<file path="src/rtl/gb_mem_map.sv">
// Shared Game Boy memory-map constants and the OAM DMA state encoding.
package gb_mem_map;

  localparam logic [15:0] DMA_REG_ADDR = 16'hFF46;
  localparam logic [15:0] OAM_BASE     = 16'hFE00;
  localparam int unsigned OAM_LEN      = 160;
  localparam logic [15:0] HRAM_LO      = 16'hFF80;
  localparam logic [15:0] HRAM_HI      = 16'hFFFE;

  typedef enum logic [2:0] {
    IDLE  = 3'd0,
    START = 3'd1,
    READ  = 3'd2,
    LATCH = 3'd3,
    WRITE = 3'd4
  } dma_state_e;

endpackage

</file>
<file path="src/rtl/oam_dma_if.sv">
// CPU-side and mmu-side bus bundle for the OAM DMA bus master / mux.
interface oam_dma_if;

  logic [15:0] iCpuAddr;
  logic        iCpuWe;
  logic [7:0]  iCpuData;
  logic [7:0]  oCpuData;
  logic        oCpuWait;
  logic        oDmaActive;
  logic [15:0] oMmuAddr;
  logic        oMmuWe;
  logic [7:0]  oMmuData;
  logic [7:0]  iMmuData;

  // The DMA block itself.
  modport slave (
    input  iCpuAddr, iCpuWe, iCpuData, iMmuData,
    output oCpuData, oCpuWait, oDmaActive, oMmuAddr, oMmuWe, oMmuData
  );

  // The surrounding CPU core and mmu.
  modport master (
    output iCpuAddr, iCpuWe, iCpuData, iMmuData,
    input  oCpuData, oCpuWait, oDmaActive, oMmuAddr, oMmuWe, oMmuData
  );

endinterface

</file>
<file path="src/rtl/oam_dma.sv">
// OAM DMA: owns FF46, copies 160 bytes from {src,00} to FE00..FE9F while
// stalling the CPU, otherwise passes CPU traffic straight through to the mmu.
module oam_dma
  import gb_mem_map::*;
(
  input logic      iClock,
  input logic      iReset,
  oam_dma_if.slave bus
);

  localparam logic [7:0] LAST_IDX = 8'(OAM_LEN - 1);

  dma_state_e state;
  logic [7:0] rDmaSrc;
  logic [7:0] rIdx;
  logic [7:0] rByte;
  logic       rRegRd;
  logic       rBusy;
  logic       cpuRegWr;

  assign cpuRegWr = bus.iCpuWe && (bus.iCpuAddr == DMA_REG_ADDR);

  // rBusy mirrors (state != IDLE) so the stall outputs come straight from a flop.
  always_ff @(posedge iClock) begin
    if (iReset) begin
      state   <= IDLE;
      rDmaSrc <= 8'h00;
      rIdx    <= 8'h00;
      rByte   <= 8'h00;
      rRegRd  <= 1'b0;
      rBusy   <= 1'b0;
    end else begin
      rRegRd <= (bus.iCpuAddr == DMA_REG_ADDR);
      case (state)
        IDLE: begin
          if (cpuRegWr) begin
            rDmaSrc <= bus.iCpuData;
            rIdx    <= 8'h00;
            rBusy   <= 1'b1;
            state   <= START;
          end
        end
        START: state <= READ;
        READ:  state <= LATCH;
        LATCH: begin
          rByte <= bus.iMmuData;
          state <= WRITE;
        end
        WRITE: begin
          if (rIdx == LAST_IDX) begin
            rBusy <= 1'b0;
            state <= IDLE;
          end else begin
            rIdx  <= rIdx + 8'h01;
            state <= READ;
          end
        end
        default: begin
          rBusy <= 1'b0;
          state <= IDLE;
        end
      endcase
    end
  end

  // Bus mux: mmu read data arrives one cycle after the address, so the
  // register-read select is delayed by one cycle to line up with it.
  always_comb begin
    bus.oMmuAddr = bus.iCpuAddr;
    bus.oMmuData = bus.iCpuData;
    bus.oMmuWe   = bus.iCpuWe && (bus.iCpuAddr != DMA_REG_ADDR);
    bus.oCpuData = rRegRd ? rDmaSrc : bus.iMmuData;
    case (state)
      IDLE: ;
      WRITE: begin
        bus.oMmuAddr = OAM_BASE + {8'h00, rIdx};
        bus.oMmuData = rByte;
        bus.oMmuWe   = 1'b1;
        bus.oCpuData = 8'hFF;
      end
      default: begin
        bus.oMmuAddr = {rDmaSrc, rIdx};
        bus.oMmuData = rByte;
        bus.oMmuWe   = 1'b0;
        bus.oCpuData = 8'hFF;
      end
    endcase
  end

  assign bus.oCpuWait   = rBusy;
  assign bus.oDmaActive = rBusy;

endmodule

</file>
<file path="src/flat_wrapper.sv">
// flat-port wrapper written by rule: the top's interface ports become plain ports
module oam_dma_flat import gb_mem_map::*;
  (iClock, iReset, bus_iCpuAddr, bus_iCpuWe, bus_iCpuData, bus_iMmuData, bus_oCpuData, bus_oCpuWait, bus_oDmaActive, bus_oMmuAddr, bus_oMmuWe, bus_oMmuData);
  oam_dma_if bus_i ();
  input logic iClock;
  input logic iReset;
  input wire logic [$bits(bus_i.iCpuAddr)-1:0] bus_iCpuAddr;
  input wire logic [$bits(bus_i.iCpuWe)-1:0] bus_iCpuWe;
  input wire logic [$bits(bus_i.iCpuData)-1:0] bus_iCpuData;
  input wire logic [$bits(bus_i.iMmuData)-1:0] bus_iMmuData;
  output wire logic [$bits(bus_i.oCpuData)-1:0] bus_oCpuData;
  output wire logic [$bits(bus_i.oCpuWait)-1:0] bus_oCpuWait;
  output wire logic [$bits(bus_i.oDmaActive)-1:0] bus_oDmaActive;
  output wire logic [$bits(bus_i.oMmuAddr)-1:0] bus_oMmuAddr;
  output wire logic [$bits(bus_i.oMmuWe)-1:0] bus_oMmuWe;
  output wire logic [$bits(bus_i.oMmuData)-1:0] bus_oMmuData;
  assign bus_i.iCpuAddr = bus_iCpuAddr;
  assign bus_i.iCpuWe = bus_iCpuWe;
  assign bus_i.iCpuData = bus_iCpuData;
  assign bus_i.iMmuData = bus_iMmuData;
  assign bus_oCpuData = bus_i.oCpuData;
  assign bus_oCpuWait = bus_i.oCpuWait;
  assign bus_oDmaActive = bus_i.oDmaActive;
  assign bus_oMmuAddr = bus_i.oMmuAddr;
  assign bus_oMmuWe = bus_i.oMmuWe;
  assign bus_oMmuData = bus_i.oMmuData;
  oam_dma u_core (.iClock(iClock), .iReset(iReset), .bus(bus_i));
endmodule
</file>
<file path="config.mk">
export PLATFORM = sky130hd
export DESIGN_NAME = oam_dma_flat
export DESIGN_NICKNAME = d
export VERILOG_FILES = /design/src/rtl/gb_mem_map.sv /design/src/rtl/oam_dma_if.sv /design/src/rtl/oam_dma.sv /design/src/flat_wrapper.sv
export SDC_FILE = /design/constraint.sdc
export NUM_CORES = 1
export LEC_CHECK = 0
export CAP_MARGIN = 15
export CELL_PAD_IN_SITES_DETAIL_PLACEMENT = 1
export CELL_PAD_IN_SITES_GLOBAL_PLACEMENT = 2
export CORE_MARGIN = 1
export CORE_UTILIZATION = 20
export CTS_CLUSTER_SIZE = 14
export DETAILED_ROUTE_END_ITERATION = 7
export GPL_ROUTABILITY_DRIVEN = 0
export GPL_TIMING_DRIVEN = 0
export HOLD_SLACK_MARGIN = 0.15
export PLACE_DENSITY = 0.81
export REMOVE_ABC_BUFFERS = 1
export SYNTH_ARGS = -nofsm -noshare
export SYNTH_HDL_FRONTEND = slang
export SYNTH_SLANG_ARGS = --single-unit
</file>
<file path="constraint.sdc">
create_clock -name iClock -period 2.4 [get_ports iClock]
set_input_delay 0.6 -clock iClock [delete_from_list [all_inputs] [get_ports iClock]]
set_output_delay 0.6 -clock iClock [all_outputs]
set_load 0.05 [all_outputs]
</file>
==> qor.yml <==
worst_setup_path:
  cp.arrival_ns: 2.07
  required_ns: 1.80
  crit_path_start: "bus_iCpuAddr[3]"
  end_kind: "output pin"
  r2r-start: "u_core.rIdx[0]"
  critPathKind: "in2out"
  startpoint_type: "input pin"
  path_max_fanout: 2
yosys:
  syn_avg_cell_area_um2: 7.47
  synth_common_cells: "nand2_1, dfxtp_1, o21ai_0"
  synth.most_common_cell: "nand2_1"
  synth_area_leader_cell: "dfxtp_1"
  synthFlopType: "dfxtp_1"
  synth-seq-cells: 29
  synth-edff-count: 0
  yosysUniqueCellTypes: 39
  synthTopCellsByArea: "dfxtp_1, nand2_1, mux2i_1"
  syn_inst: 227
  async_flop_share: 0
  yosysTopAreaCellShare: 0.342
  syn_area_um2: 1700
  yosys_warnings: 0
  ys_seq_area_frac: 0.342
die:
  die_w_um: 94.1
  design.core.area_um2: 8220
  die-area_um2: 8850
  start_util: 0.206
  io_pins: 70
  std_cell_rows: 33
  die_y_um: 94.1
timing:
  tns_ns: -0.274
  hold_violations: 0
  slew_headroom: 0.317
  finClkSkew_ns: 0.00668
  setup_violations: 1
  worst_pin_slew_ns: 1.02
  fmaxAchievable_ghz: 0.374
  period_share: 1.11
  period_needed_ns: 2.67
  slew_viol_final: 0
  setup_slack_ns: -0.274
  rsz0062_at_grt: "true"
detailed_routing:
  drc: 0
  vias: 1856
  routed_wl_um: 6000
  drtIter0Drc: 63
  drtPass1Iterations: 4
  via_per_inst: 4.59
  wire_per_inst_um: 14.9
  ant_nets: 0
pwr:
  irDropWorstVdd_v: 0.000227
  power.density_nw_per_um2: 437
  total_power_mw: 1.16
  p_leak_nw: 1.14
placed_design:
  dp_hpwl_um: 4390
  io_buffers: 69
  dpl_cell_area_um2: 2470
global_route:
  grt_use_met1: 0.166
  met3_usage: 0.0348
  grt_pass1_wl_um: 9540
  grt.overflow.total: 0
  grt_pass1_vias: 1942
  grtUsageTotal: 0.141
  grt_max_degree: 26
  top_usage_layer: "met2"
  antenna_found_initial: 0
  grt_use_met2: 0.253
cells_and_area:
  syn_to_final_growth_pct: 56.5
  drive_gt1_frac: 0.214
  num-nets-final: 335
  n_antenna_cell: 0
  final_area_um2: 2650
worst_hold_path:
  hold_class: "reg2reg"
  hp-start: "u_core.rByte[5]"
clocking:
  cts_hold_buf: 0
  cts_sinks: 29
  cts_tree: "done"
  cts_max_path_buffers: 2
  cts_buffers: 5
  clock_latency_ns: 0.28
  clk_pin_slew_ns: 0.06
  htreeDepth: 2
  root_buffer: "clkbuf_8"
outcome:
  status: "finished with violations"
  violations: "setup timing"
job:
  maxCapViolCount: 0
==> per-stage QoR <==
stage	hold WS [ns]	cells	setup slack [ns]	util
5_1_grt	0.534	404	-0.311	0.323
3_3_place_gp	0.478	383	-2.38	0.297
2_1_floorplan	0.453	209	-1.12	-
4_1_cts	0.501	400	-0.348	0.318
6_report	0.497	404	-0.274	0.323
3_5_place_dp	0.489	385	-1.30	0.300
==> cell usage in the layout, fill, tap and decap left out, types with 2 or more instances in the layout <==
cell type        count
buf_4               12
nand2_1             53
dlygate4sd2_1       10
buf_6                5
dfxtp_2              3
o2111ai_1            2
dfxtp_1             26
clkbuf_2             8
clkbuf_8             6
nor2b_1              2
nand4_1              4
o22a_1               7
nand3b_1             2
o31ai_1              2
inv_1                5
buf_2                3
nor2_1              16
and2_1               2
clkdlybuf4s50_1     19
clkdlybuf4s15_2     16
mux2i_1             17
clkdlybuf4s15_1      5
dlymetal6s2s_1       5
o21ai_0             19
nor3_1               2
nand3_1             12
a21oi_1             10
o211ai_1             3
==> flip-flops by register name (all words and copies together) (netlist names) <==
| register | cells |
|---|---|
| u_core.rDmaSrc | 8 |
| u_core.rByte | 8 |
| u_core.state | 3 |
| u_core.rIdx | 8 |
| u_core.bus.oCpuWait | 1 |
| u_core.rRegRd | 1 |
==> critical path, stage by stage <==
cell and delay, ns:
buf_6 0.09, or4b_4 0.54, or4_4 0.45, a21oi_2 0.17, nor3_2 0.06, buf_6 0.16
==> routing by layer <==
layer	routed length, µm	vias to the layer above
met2	2960	47
li1	-	933
met5	0	-
met1	2720	871
met3	283	5
met4	35	0
==> what timing repair did <==
| action | CTS | global route |
|---|---|---|
| pin swaps | 6 | 6 |
| resized for setup | 108 | 34 |
| cloned | 0 | 0 |
| hold endpoints to repair | 0 | 0 |
| setup endpoints to repair | 46 | 46 |
| setup buffers | 8 | 4 |
==> cells by family after synthesis <==
group / share of synthesized area
and+or+nand+nor: 0.308
AOI/OAI and AO/OA: 0.179
DFF: 0.342
buffers and inverters: 0.0576
muxes: 0.100
xor gates and xnor gates: 0.00517
adders and majority gates: 0.00738
==> area by class of cell <==
| cell class | instances | area [µm²] |
|---|---|---|
| fillers | 984 | 5560 |
| multi-input cells | 175 | 1060 |
| repair buffers | 83 | 772 |
| flip-flops and latches | 29 | 584 |
| well taps | 105 | 131 |
| clock buffers | 7 | 86.3 |
| inverters | 5 | 18.8 |
==> power by group <==
group          switching, mW  total [mW]  leakage (nW)  internal [mW]
registers         0.00000656       0.481         0.235          0.481
logic                  0.174       0.273         0.861         0.0992
clock network          0.177       0.404        0.0443          0.227
total                  0.351        1.16          1.14          0.808
==> worst paths after layout <==
path / endpoint / slack, ns / depth (start not counted)
worst max register to register: u_core.rIdx[6] / 0.38 / 6
worst min register to register: u_core.rByte[5] / 0.50 / 2
worst max-delay path: bus_oMmuWe / -0.27 / 6
worst min-delay path: u_core.rByte[5] / 0.50 / 2
(Power assumes the default switching activity.)
